## config.mk

```make
export PLATFORM = sky130hd
export DESIGN_NAME = bus_width_decrease
export DESIGN_NICKNAME = d
export VERILOG_FILES = /design/src/rtl/bus_width_pkg.sv /design/src/rtl/bus_width_decrease.sv
export SDC_FILE = /design/constraint.sdc
export NUM_CORES = 1
export LEC_CHECK = 0
export BUFFER_PORTS_ARGS = -buffer_cell sky130_fd_sc_hd__buf_2
export CAP_MARGIN = 20
export CORE_UTILIZATION = 53
export DETAILED_ROUTE_END_ITERATION = 10
export PLACE_DENSITY = 0.86
export SLEW_MARGIN = 20
export SYNTH_ARGS = -nofsm -noshare
export SYNTH_HDL_FRONTEND = slang
export SYNTH_SLANG_ARGS = --single-unit
```

## constraint.sdc

```tcl
create_clock -name clk -period 1.8 [get_ports clk]
set_clock_uncertainty 0.05 [all_clocks]
set_input_delay 0.27 -clock clk [delete_from_list [all_inputs] [get_ports clk]]
set_output_delay 0.27 -clock clk [all_outputs]
set_load 0.01 [all_outputs]
```

## src/rtl/bus_width_pkg.sv

```systemverilog
`default_nettype none
// ============================================================================
//  Module   : bus_width_pkg
//  Purpose  : Definitions shared by the bus width decreaser (serializer) and
//             increaser (deserializer). Both blocks take beat order and
//             width ratios from here, so the two ends of a narrow link
//             cannot disagree about slice order.
//  Contents : BEAT_LSB_FIRST / BEAT_MSB_FIRST - beat order constants
//             beats(size_in, size_out)      - narrow beats per wide word
//             cnt_width(n)                  - beat counter width, min 1
//  Revision : 1.0 - initial release
// ============================================================================
package bus_width_pkg;

  // Beat order. LSB-first means bits [SIZE_OUT-1:0] travel first.
  localparam int BEAT_LSB_FIRST = 1;
  localparam int BEAT_MSB_FIRST = 0;

  // Number of narrow beats that make up one wide word.
  function automatic int beats(input int size_in, input int size_out);
    return size_in / size_out;
  endfunction

  // Counter width for n beats. At least one bit, so that a 1:1 ratio
  // still produces a legal vector.
  function automatic int cnt_width(input int n);
    return (n <= 1) ? 1 : $clog2(n);
  endfunction

endpackage : bus_width_pkg
`default_nettype wire

```

## src/rtl/bus_width_decrease.sv

```systemverilog
`default_nettype none
// ============================================================================
//  Module   : bus_width_decrease
//  Purpose  : Wide-to-narrow serializer. Accepts one SIZE_IN word per
//             valid/ready handshake and emits it as SIZE_IN/SIZE_OUT narrow
//             beats. A new word is loaded on the same cycle the last beat is
//             accepted, so a continuous stream has no idle cycle.
//  Ports    : clk        - rising-edge clock
//             rst_n      - asynchronous active-low reset
//             in_valid   - wide word present on in_data
//             in_ready   - block accepts a word this cycle
//             in_data    - wide word [SIZE_IN-1:0]
//             out_valid  - out_data holds a beat
//             out_ready  - downstream accepts the beat this cycle
//             out_data   - narrow beat [SIZE_OUT-1:0]
//             out_last   - final beat of the current word
//  Revision : 1.0 - initial release
// ============================================================================
module bus_width_decrease
  import bus_width_pkg::*;
#(
  parameter int SIZE_IN       = 32,
  parameter int SIZE_OUT      = 8,
  parameter int LITTLE_ENDIAN = BEAT_LSB_FIRST
) (
  input  logic                clk,
  input  logic                rst_n,
  input  logic                in_valid,
  output logic                in_ready,
  input  logic [SIZE_IN-1:0]  in_data,
  output logic                out_valid,
  input  logic                out_ready,
  output logic [SIZE_OUT-1:0] out_data,
  output logic                out_last
);

  localparam int BEATS = beats(SIZE_IN, SIZE_OUT);
  localparam int CW    = cnt_width(BEATS);

  localparam logic [CW-1:0] LAST_CNT = CW'(BEATS - 1);

  localparam logic [0:0] EMPTY = 1'b0;
  localparam logic [0:0] BUSY  = 1'b1;

  // Reject ratios that cannot be split into whole beats.
  generate
    if (((SIZE_IN % SIZE_OUT) != 0) || (SIZE_OUT > SIZE_IN)) begin : g_bad_size
      $error("bus_width_decrease: SIZE_IN must be a whole multiple of SIZE_OUT");
    end
  endgenerate

  logic [0:0]         state;
  logic [CW-1:0]      cnt;       // beats of word_q already sent
  logic [SIZE_IN-1:0] word_q;
  logic [CW-1:0]      slice_sel;
  logic               beat_done;

  assign out_valid = (state == BUSY);
  assign out_last  = (state == BUSY) && (cnt == LAST_CNT);
  assign beat_done = out_valid && out_ready;

  // Ready while empty, or when the final beat leaves this cycle so that the
  // next word can take its place without a bubble. Held low during reset.
  assign in_ready = rst_n && ((state == EMPTY) || (beat_done && out_last));

  // Output slice is taken from registers only; in_data never reaches
  // out_data combinationally.
  always_comb begin
    if (LITTLE_ENDIAN != BEAT_MSB_FIRST) begin
      slice_sel = cnt;
    end else begin
      slice_sel = LAST_CNT - cnt;
    end
    out_data = word_q[int'(slice_sel)*SIZE_OUT +: SIZE_OUT];
  end

  always_ff @(posedge clk or negedge rst_n) begin
    if (!rst_n) begin
      state  <= EMPTY;
      cnt    <= '0;
      word_q <= '0;
    end else begin
      case (state)
        EMPTY: begin
          if (in_valid) begin
            word_q <= in_data;
            cnt    <= '0;
            state  <= BUSY;
          end
        end
        BUSY: begin
          if (beat_done) begin
            if (out_last) begin
              cnt <= '0;
              if (in_valid) begin
                word_q <= in_data;      // back-to-back word, stay BUSY
              end else begin
                state <= EMPTY;         // word_q left stale on purpose
              end
            end else begin
              cnt <= cnt + CW'(1);
            end
          end
        end
        default: begin
          state <= EMPTY;
          cnt   <= '0;
        end
      endcase
    end
  end

endmodule : bus_width_decrease
`default_nettype wire

```

==> results of run 1 <==
-- cell families after synthesis --
kind of cell | after synthesis | share of synthesized area
buffers and inverters | 48 | 0.121
adders and majority gates | 1 | 0.00619
muxes | 9 | 0.0941
AOI/OAI and AO/OA | 35 | 0.265
and+or+nand+nor | 38 | 0.0798
DFF | 35 | 0.433
-- flip-flops by register name (all words and copies together) (netlist names) --
| register | flops |
|---|---|
| word_q | 32 |
| out_valid | 1 |
| cnt | 2 |
-- path summary, 6_finish.rpt --
| check | end | slack (ns) |
|---|---|---|
| worst min-delay path | word_q[4] | -0.002 |
| worst min register to register | word_q[12] | 0.50 |
| worst max register to register | word_q[13] | 0.19 |
| max in group asynchronous | cnt[0] | 1.37 |
| worst max-delay path | out_data[6] | -0.01 |
| min in group clk | word_q[11] | 0.19 |
-- critical path, delay by kind of cell (launching register included) --
family | cells | cell delay, ns
mux | 1 | 0.52
flops | 1 | 0.41
buf+inv | 2 | 0.28
-- layout by cell type, fill, tap and decap left out --
cell / n
ha_1: 1
or2_2: 1
clkinv_2: 1
mux2i_1: 1
clkbuf_8: 6
a32o_1: 2
dfrtp_1: 34
and2b_1: 1
buf_2: 40
o32ai_1: 2
and2_1: 1
mux4_2: 8
nor2b_1: 1
nor2_1: 1
a21boi_4: 1
and3_4: 1
buf_4: 5
inv_1: 32
o32ai_2: 30
nand2_1: 32
buf_6: 9
dfrtp_2: 1
buf_12: 2
-- power breakdown --
group          leakage, nW  internal (mW)  switching (mW)
clock               0.0470          0.300           0.260
sequential           0.424           1.17           0.225
combinational        0.691           1.31           0.841
total                 1.16           2.78            1.33
-- repair_timing --
item	in CTS	in global routing
setup endpoints to repair	9	8
pin swaps	1	0
gates resized for setup	3	7
setup buffers	1	0
-- layer usage --
metal,wire length (um),GRT usage,share of wire
met2,1850,0.322,0.47
met3,168,0.0411,0.042
met1,1880,0.326,0.47
met4,62,0.0852,0.016
met5,0,0,0
-- through the flow --
step,utilization,area [um2],total power [mW]
after floorplan,-,2020,2.85
after global placement,0.625,2290,3.28
after detailed placement,0.625,2290,3.36
after CTS,0.655,2400,4.00
after global routing,0.664,2430,4.35
final,0.664,2430,4.10
-- cell type report --
type	count	area [um2]
clock buffer	6	82.6
multi-input combinational	83	908
inverter	32	120
timing repair buffer	56	379
fill	296	1230
tap	48	60.1
sequential	35	877
clock inverter	1	5.00
==> summary.md, run 1 <==
| Metric | Value |
|---|---|
| Lkg Pwr | `1.16 nW` |
| CTS tree | `done` |
| Critical path origin | `cnt[0]` |
| IO Port Bufs | `46` |
| Critical R2R Launch | `cnt[0]` |
| Layout Area Growth over Synthesis | `20.3%` |
| Final period utilization | `1.01` |
| Most frequent cells after synthesis | `35 x dfrtp_1, 32 x inv_1, 32 x nand2_1, 30 x o32ai_2` |
| Vias/cell | `5.35` |
| Worst EP arrival | `1.49 ns` |
| Detail Placement HPWL | `2750 um` |
| Ys async rst share | `1.00` |
| Setup TNS | `-0.0132 ns` |
| Core area | `3660 um2` |
| Register-to-Register Path Depth | `3` |
| Full die area | `4070 um2` |
| Num CTS Buffers | `5` |
| CP most frequent cell | `buf_6` |
| Sink Count | `35` |
| Cells along the critical path | `buf_6 > mux4_2 > buf_6` |
| Post-synth EDFFs | `0` |
| Fmax | `552 MHz` |
| Share of cells above drive strength 1 | `0.493` |
| CTS root buffer | `clkbuf_8` |
| Ranking of synthesized cells by area | `dfrtp_1 43%, o32ai_2 24%, mux4_2 8.9%, inv_1 5.9%, nand2_1 5.9%` |
| Register area share after synthesis | `0.433` |
| Vias in the first global route | `1413` |
| Total DRC errors in the routed layout | `0` |
| Least-Margin Pin Slew | `0.526 ns` |
| Mapped Avg Cell Area | `12.2 um2` |
| Synth Instances | `166` |
| Die width | `63.8 um` |
| Syn nets | `203` |
| Placed Cells | `253` |
| Syn. warnings | `0` |
| Final setup fails | `1` |
| Top FF cell, synth | `dfrtp_1` |
| Slowest CP cell | `mux4_2` |
| Max stage delay on crit path | `0.52 ns` |
| Max VDD drop | `0.926 mV` |
| I/O pin total | `47` |
| Failing checks | `hold timing, setup timing` |
| Row cnt | `22` |
| First-pass GRT wire length | `6710 um` |
| Synth area leader | `dfrtp_1` |
| Maximum clock insertion buffer count | `2` |
| Number of synthesized register bits | `35` |
| Final hold vios | `2` |
| Min-delay worst type | `in2async` |
| DR iter-0 viols | `44` |
| Critical path required time | `1.48 ns` |
| Crit-path max FO | `4` |
| Placer congestion estimate | `0.787` |
| Nets | `250` |
| Slew Viols, Final | `0` |
| Hold_buf cts | `0` |
| Initial antenna violation count | `0` |
| Post-synth top area share | `0.433` |
| Ant. Diodes | `0` |
| Status | `finished with violations` |
| DRT antenna net count | `0` |
| Initial Util | `0.552` |
| WHS | `-0.00166 ns` |
| Worst setup EP type | `primary output` |
| Count leader, synth | `dfrtp_1` |
| Crit path time final | `1.81 ns` |
| Vias | `1397` |
| Routed len/inst | `15.2 um` |
| Cell variety after synth | `19` |
| Setup Slack @ Placement | `0.220 ns` |
| Worst-path clk slew | `0.07 ns` |
| H-tree Lvls | `2` |
| Max_slew headroom | `0.649` |
| First-pass detailed-route iteration total | `4` |
| # Max-Cap Violations | `0` |
| Final std cells w/o fill | `261` |
| GR Overflow Total | `0` |
| Worst setup SP type | `flop` |
| Synth Cell Area | `2020 um2` |
| Chip Height | `63.8 um` |
| Pwr dens | `1690 nW/um2` |
| Setup ws final | `-0.0132 ns` |
| Largest net degree at the start of global routing | `36` |
| WS Path Type | `reg2out` |
| Global-route usage over all layers | `0.221` |
| Routed wire length | `3960 um` |
| Worst-skew pair later-pin latency | `0.28 ns` |
| RSZ-0062 raised after global routing | `true` |
Power figures use the tool's default switching activity.
==> run 2, diff against run 1 <==
--- a/config.mk
+++ b/config.mk
@@ -7,9 +7,9 @@
 export LEC_CHECK = 0
 export BUFFER_PORTS_ARGS = -buffer_cell sky130_fd_sc_hd__buf_2
 export CAP_MARGIN = 20
-export CORE_UTILIZATION = 53
+export CORE_UTILIZATION = 32
 export DETAILED_ROUTE_END_ITERATION = 10
-export PLACE_DENSITY = 0.86
+export PLACE_DENSITY = 0.59
 export SLEW_MARGIN = 20
 export SYNTH_ARGS = -nofsm -noshare
 export SYNTH_HDL_FRONTEND = slang
==> run 2 against run 1 <==
The flow finishes with violations (setup timing); final cell count is 11% higher; wire length is 12% higher; utilization down 25 points; register-to-register slack got worse by 0.09 ns; critical path type unchanged; largest power group unchanged; highest routed layer unchanged.
==> summary.md, run 2 (synthesis results as in run 1) <==
| Metric | Value |
|---|---|
| Final hold vios | `0 (-2)` |
| Cells along the critical path | `buf_8 > mux4_2 > buf_6` |
| Commonest non-fill, non-tap cell in the layout | `buf_2` |
| Full die area | `6640 um2 (+63%)` |
| Largest net degree at the start of global routing | `36 (unchanged)` |
| Maximum clock insertion buffer count | `2 (unchanged)` |
| Routed len/inst | `15.2 um (+0.40%)` |
| Worst-skew pair later-pin latency | `0.28 ns (about the same)` |
| Vias in the first global route | `1342 (-5.0%)` |
| GR Overflow Total | `0 (unchanged)` |
| Commonest cells after routing, fill and taps aside | `41 x buf_2, 35 x dfrtp_1, 32 x inv_1, 32 x nand2_1, 30 x o32ai_2` |
| Routed wire length | `4430 um (+12%)` |
| Ant. Diodes | `0 (unchanged)` |
| Initial Util | `0.338 (-0.215)` |
| Layout Area Growth over Synthesis | `22.5%` |
| Max VDD drop | `0.494 mV (-47%)` |
| Vias/cell | `4.76 (-11%)` |
| Lkg Pwr | `1.17 nW (+0.47%)` |
| Final setup fails | `6 (+5)` |
| First-pass GRT wire length | `7050 um (+5.0%)` |
| Die width | `81.5 um (+28%)` |
| DR iter-0 viols | `67 (+52%)` |
| Global-route usage over all layers | `0.146 (-0.0749)` |
| Share of cells above drive strength 1 | `0.495 (+0.00241)` |
| Sink Count | `35 (unchanged)` |
| Tot Pwr | `4.15 mW (+1.1%)` |
| Status | `finished with violations` |
| IO Port Bufs | `46 (unchanged)` |
| Worst EP arrival | `1.52 ns (+0.03 ns)` |
| CTS root buffer | `clkbuf_8` |
| Critical path required time | `1.48 ns (about the same)` |
| Placed Cells | `280 (+11%)` |
| Initial antenna violation count | `0 (unchanged)` |
| First-pass detailed-route iteration total | `4 (unchanged)` |
| Register-to-Register Path Depth | `4 (+1)` |
| DRT antenna net count | `0 (unchanged)` |
| WS Path Type | `reg2out` |
| Least-Margin Pin Slew | `0.952 ns (+0.426 ns)` |
| I/O pin total | `47 (unchanged)` |
| Vias | `1385 (-0.86%)` |
| Slowest CP cell | `mux4_2` |
| Max stage delay on crit path | `0.53 ns (about the same)` |
| Final period utilization | `1.02 (+0.0159)` |
| Chip Height | `81.5 um (+28%)` |
| Reg with most FFs | `word_q` |
| Crit-path max FO | `8 (+4)` |
| RSZ-0062 raised after global routing | `true` |
| Total DRC errors in the routed layout | `0 (unchanged)` |
| Max_slew headroom | `0.366 (-0.284)` |
| Worst-path clk slew | `0.07 ns (about the same)` |
| Min-delay worst type | `in2reg` |
| Num CTS Buffers | `5 (unchanged)` |
| Core area | `5990 um2 (+64%)` |
| Max reg flops | `32 (unchanged)` |
| Final std cells w/o fill | `291 (+11%)` |
| Setup Slack @ Placement | `0.200 ns (-0.0199 ns)` |
| Setup ws final | `-0.0418 ns (-0.0286 ns)` |
| CTS tree | `done` |
| Reg2reg setup slack | `0.10 ns (-0.09 ns)` |
| # Max-Cap Violations | `0 (unchanged)` |
| Worst setup SP type | `flop` |
| Nets | `252 (+0.80%)` |
| Slew Viols, Final | `0 (unchanged)` |
| Worst hold path stage count | `3` |
| Detail Placement HPWL | `2890 um (+5.0%)` |
| Fmax | `543 MHz (-1.6%)` |
| Placer congestion estimate | `0.656 (-17%)` |
| Worst setup EP type | `primary output` |
| Row cnt | `28 (+27%)` |
| # fillers | `595 (+100%)` |
| H-tree Lvls | `2 (unchanged)` |
| Failing checks | `setup timing` |
| Setup TNS | `-0.184 ns (-0.171 ns)` |
| Pwr dens | `1670 nW/um2 (-0.69%)` |
| Crit path time final | `1.84 ns (+0.0286 ns)` |
[run 2: final timing paths]
check | from | to
setup / recovery | cnt[0] | out_data[6]
hold / removal | in_data[13] | word_q[13]
setup reg to reg | cnt[0] | word_q[29]
hold reg to reg | word_q[13] | word_q[13]
max in group asynchronous | rst_n | word_q[9]
min in group asynchronous | rst_n | word_q[21]
[run 2: through the flow]
step	instance area, um2	utilization	hold slack, ns
CTS	2460	0.410	0.188
global placement	2310	0.386	0.303
finish	2480	0.413	0.196
detailed placement	2310	0.386	0.308
floorplan	2020	-	-0.0756
global route	2480	0.413	0.201
[run 2: power breakdown]
part	leakage [nW]	switching, mW	total (mW)	internal [mW]
sequential	0.425	0.208	1.38	1.17
combinational	0.691	0.858	2.14	1.28
clock	0.0515	0.284	0.634	0.349
total	1.17	1.35	4.15	2.80
[run 2: critical path, delay by kind of cell, from the launching register on]
family | cells | cell delay [ns]
mux | 1 | 0.53
flops | 1 | 0.40
buf+inv | 2 | 0.31
[run 2: routing by layer]
metal	wire, um	vias to the layer above	global-route usage	share of wire
met1	2110	662	0.203	0.48
met3	253	7	0.0389	0.057
li1	-	680	-	-
met4	69	0	0.0589	0.016
met5	0	-	0	0
met2	2000	36	0.213	0.45
[run 2: cell type report]
class | instances | area, um2 | area share
tap | 75 | 93.8 | 0.0379
inverter | 32 | 120 | 0.0485
sequential | 35 | 876 | 0.354
timing repair buffer | 58 | 374 | 0.151
multi-input combinational | 83 | 912 | 0.368
clock buffer | 8 | 100 | 0.0404
[run 2: timing repair]
action / CTS / global route
resized for setup: 5 / 3
endpoints found under the hold margin: 35 / 0
setup buffers: 1 / 1
setup endpoints to repair: 7 / 8
pin swaps: 1 / 0
hold buffers: 1 / 0
==> run 3, diff against run 2 <==
--- a/config.mk
+++ b/config.mk
@@ -5,11 +5,12 @@
 export SDC_FILE = /design/constraint.sdc
 export NUM_CORES = 1
 export LEC_CHECK = 0
+export ABC_AREA = 1
 export BUFFER_PORTS_ARGS = -buffer_cell sky130_fd_sc_hd__buf_2
 export CAP_MARGIN = 20
 export CORE_UTILIZATION = 32
 export DETAILED_ROUTE_END_ITERATION = 10
-export PLACE_DENSITY = 0.59
+export PLACE_DENSITY = 0.6
 export SLEW_MARGIN = 20
 export SYNTH_ARGS = -nofsm -noshare
 export SYNTH_HDL_FRONTEND = slang
==> run 3 against run 2 <==
The run now ends clean; die area down 9.9%; synthesized cell count rose by 48%; final cell count increased by 27%; final area fell by 9.0%; clock power shrank 3%; largest cell class is now registers; largest power group unchanged.
==> summary.md, run 3 <==
| Metric | Value |
|---|---|
| Clk pwr share | `0.166 (+0.013)` |
| Initial antenna violation count | `0 (unchanged)` |
| Max stage delay on crit path | `0.45 ns (-0.08 ns)` |
| Critical path required time | `1.48 ns (about the same)` |
| Worst-skew pair later-pin latency | `0.28 ns (about the same)` |
| Core area | `5470 um2 (-8.6%)` |
| Ys async rst share | `1.00 (unchanged)` |
| Row cnt | `27 (-3.6%)` |
| Layout Area Growth over Synthesis | `24.0%` |
| Final period utilization | `0.978 (-0.0453)` |
| Tot Pwr | `3.70 mW (-11%)` |
| Internal power | `2.23 mW (-20%)` |
| Combinational fraction of design power | `0.460 (-0.055)` |
| First-pass detailed-route iteration total | `5 (+1)` |
| Reg with most FFs | `word_q` |
| Vias | `1659 (+20%)` |
| Max VDD drop | `0.580 mV (+17%)` |
| CTS tree | `done` |
| Worst-path clk slew | `0.07 ns (about the same)` |
| Synth Instances | `246 (+48%)` |
| Nets | `334 (+33%)` |
| Worst setup SP type | `flop` |
| Ant. Diodes | `0 (unchanged)` |
| Full die area | `5980 um2 (-9.9%)` |
| Worst setup EP type | `primary output` |
| Number of synthesized register bits | `35 (unchanged)` |
| Most frequent cells after synthesis | `104 x nand2_1, 51 x nand3_1, 35 x dfrtp_1, 28 x inv_1, 10 x buf_2` |
| Cells along the critical path | `buf_6 > or2_2 > nand3_1 > nand2_1 > buf_2` |
| Num CTS Buffers | `5 (unchanged)` |
| Post-Route Utilization | `0.412 (-0.00180)` |
| First-pass GRT wire length | `7300 um (+3.5%)` |
| GR Overflow Total | `0 (unchanged)` |
| Least-Margin Pin Slew | `0.449 ns (-0.502 ns)` |
| Initial Util | `0.332 (-0.00555)` |
| Placer congestion estimate | `0.851 (+30%)` |
| Sink Count | `35 (unchanged)` |
| Worst Path Buf+Inv | `2 (unchanged)` |
| Critical path origin | `cnt[0]` |
| # fillers | `610 (+2.5%)` |
| Maximum clock insertion buffer count | `2 (unchanged)` |
| Commonest cells after routing, fill and taps aside | `104 x nand2_1, 50 x nand3_1, 47 x buf_2, 33 x dfrtp_1, 28 x inv_1` |
| Seq pwr share | `0.374 (+0.042)` |
| Share of cells above drive strength 1 | `0.258 (-0.237)` |
| Register area share after synthesis | `0.482 (+0.0489)` |
| # Max-Cap Violations | `0 (unchanged)` |
| DR iter-0 viols | `115 (+72%)` |
| Final setup fails | `0 (-6)` |
| Slew Viols, Final | `0 (unchanged)` |
| Routed wire length | `4280 um (-3.5%)` |
| Slowest CP cell | `dfrtp_2` |
| Top FF cell, synth | `dfrtp_1` |
| IO Port Bufs | `46 (unchanged)` |
| RSZ-0062 raised after global routing | `true` |
| Ranking of synthesized cells by area | `dfrtp_1 48%, nand2_1 21%, nand3_1 14%, inv_1 5.8%, buf_2 2.8%` |
| Detail Placement HPWL | `3150 um (+9.0%)` |
| Max reg flops | `32 (unchanged)` |
| I/O pin total | `47 (unchanged)` |
| Placed Cells | `356 (+27%)` |
| Post-synth top area share | `0.482 (+0.0489)` |
| Routed len/inst | `11.6 um (-24%)` |
| Pwr dens | `1640 nW/um2 (-1.9%)` |
| Vias in the first global route | `1533 (+14%)` |
| Worst EP arrival | `1.44 ns (-0.08 ns)` |
| Lkg Pwr | `1.32 nW (+13%)` |
| Crit-path max FO | `11 (+3)` |
| Switching Power | `1.47 mW (+9.0%)` |
| Min-delay worst type | `in2async` |
| CTS root buffer | `clkbuf_8` |
| Synth area leader | `dfrtp_1` |
| Global-route usage over all layers | `0.156 (+0.00975)` |
| Post-synth EDFFs | `0 (unchanged)` |
| Critical R2R Launch | `cnt[0]` |
| Setup TNS | `0 ns (+0.184 ns)` |
| Delay-heaviest family, CP | `flip-flops` |
| Chip Height | `77.3 um (-5.1%)` |
| Largest net degree at the start of global routing | `36 (unchanged)` |
| Total DRC errors in the routed layout | `0 (unchanged)` |
| Mapped Avg Cell Area | `7.39 um2 (-39%)` |
| DRT antenna net count | `0 (unchanged)` |
| Hold_buf cts | `0 (-1)` |
| Count leader, synth | `nand2_1` |
| Commonest non-fill, non-tap cell in the layout | `nand2_1` |
| Final std cells w/o fill | `370 (+27%)` |
| Synth Cell Area | `1820 um2 (-10%)` |
| Fmax | `568 MHz (+4.6%)` |
| Cell variety after synth | `14 (-5)` |
| Crit path time final | `1.76 ns (-0.0815 ns)` |
| Final hold vios | `0 (unchanged)` |
| Die width | `77.3 um (-5.1%)` |
| WS Path Type | `reg2out` |
| Syn nets | `283 (+39%)` |
| Max_slew headroom | `0.700 (+0.335)` |
| Status | `finished, final reports clean` |
| Syn. warnings | `0 (unchanged)` |
| Vias/cell | `4.48 (-5.8%)` |
| Switching Share | `0.398 (+0.0722)` |
| H-tree Lvls | `2 (unchanged)` |
[run 3: cell count changes after synthesis, moves of 3 or more]
cell      delta
mux4_2       -8
inv_1        -4
nand2_1     +72
o32ai_2     -30
or2_0        +3
nand3_1     +51
clkbuf_1     -4
buf_2        +6
or2_2        +4
buf_6        -4
[run 3: metrics by stage]
| stage | worst slack [ns] | cell area, um2 | hold WS (ns) |
|---|---|---|---|
| after CTS | 0.0185 | 2200 | 0.0291 |
| after detailed placement | 0.221 | 2090 | 0.340 |
| after global placement | 0.216 | 2090 | 0.342 |
| after global routing | -0.0225 | 2250 | 0.0586 |
| final | 0.0398 | 2250 | 0.0122 |
| after floorplan | 0.503 | 1820 | -0.0756 |
[run 3: area by class of cell]
class,count,area [um2],area share
Sequential cell,35,878,0.390
Multi-Input combinational cell,168,747,0.332
Tap cell,72,90.1,0.0400
Timing Repair Buffer,58,325,0.144
Clock buffer,8,100,0.0444
Inverter,29,111,0.0494
[run 3: kinds of logic (layout without fill, tap and decap cells)]
group           count (synthesis)  count (layout)  synth area share
fa+ha+maj                       1               1           0.00689
simple gates                  166             166             0.395
buf+inv                        43              95             0.112
compound gates                  1               1           0.00413
flops                          35              35             0.482
[run 3: worst paths after layout]
kind,end,slack [ns],depth (start not counted)
min reg2reg,word_q[2],0.42,2
min,word_q[10],0.01,2
max in group asynchronous,cnt[1],1.34,2
max reg2reg,word_q[27],0.29,7
min in group clk,word_q[18],0.17,3
max,out_data[3],0.04,5
[run 3: timing repair]
item | in CTS | in global routing
endpoints found under the hold margin | 0 | 0
buffers inserted | 1 | 5
endpoints found under the setup margin | 9 | 9
resized for setup | 5 | 6
[run 3: power groups by stage]
stage / clock, mW / combinational [mW] / sequential, mW
after detailed placement: 0 / 1.57 / 1.40
after CTS: 0.640 / 1.61 / 1.38
after global routing: 0.669 / 1.96 / 1.43
after floorplan: 0 / 1.18 / 1.29
after global placement: 0 / 1.55 / 1.40
final: 0.615 / 1.70 / 1.38
[run 3: worst register-to-register path: stages (launching register included)]
cell	delay, ns
dfrtp_2	0.45
buf_4	0.15
ha_2	0.18
nand2_1	0.09
nand2_2	0.08
nand2_4	0.27
nand2_1	0.11
nand2_1	0.07
[run 3: layer usage]
layer	GRT usage	routed length (um)	vias up
li1	-	-	856
met1	0.218	2100	756
met2	0.231	1940	45
met3	0.0341	222	2
met4	0.0642	8	0
met5	0	0	-
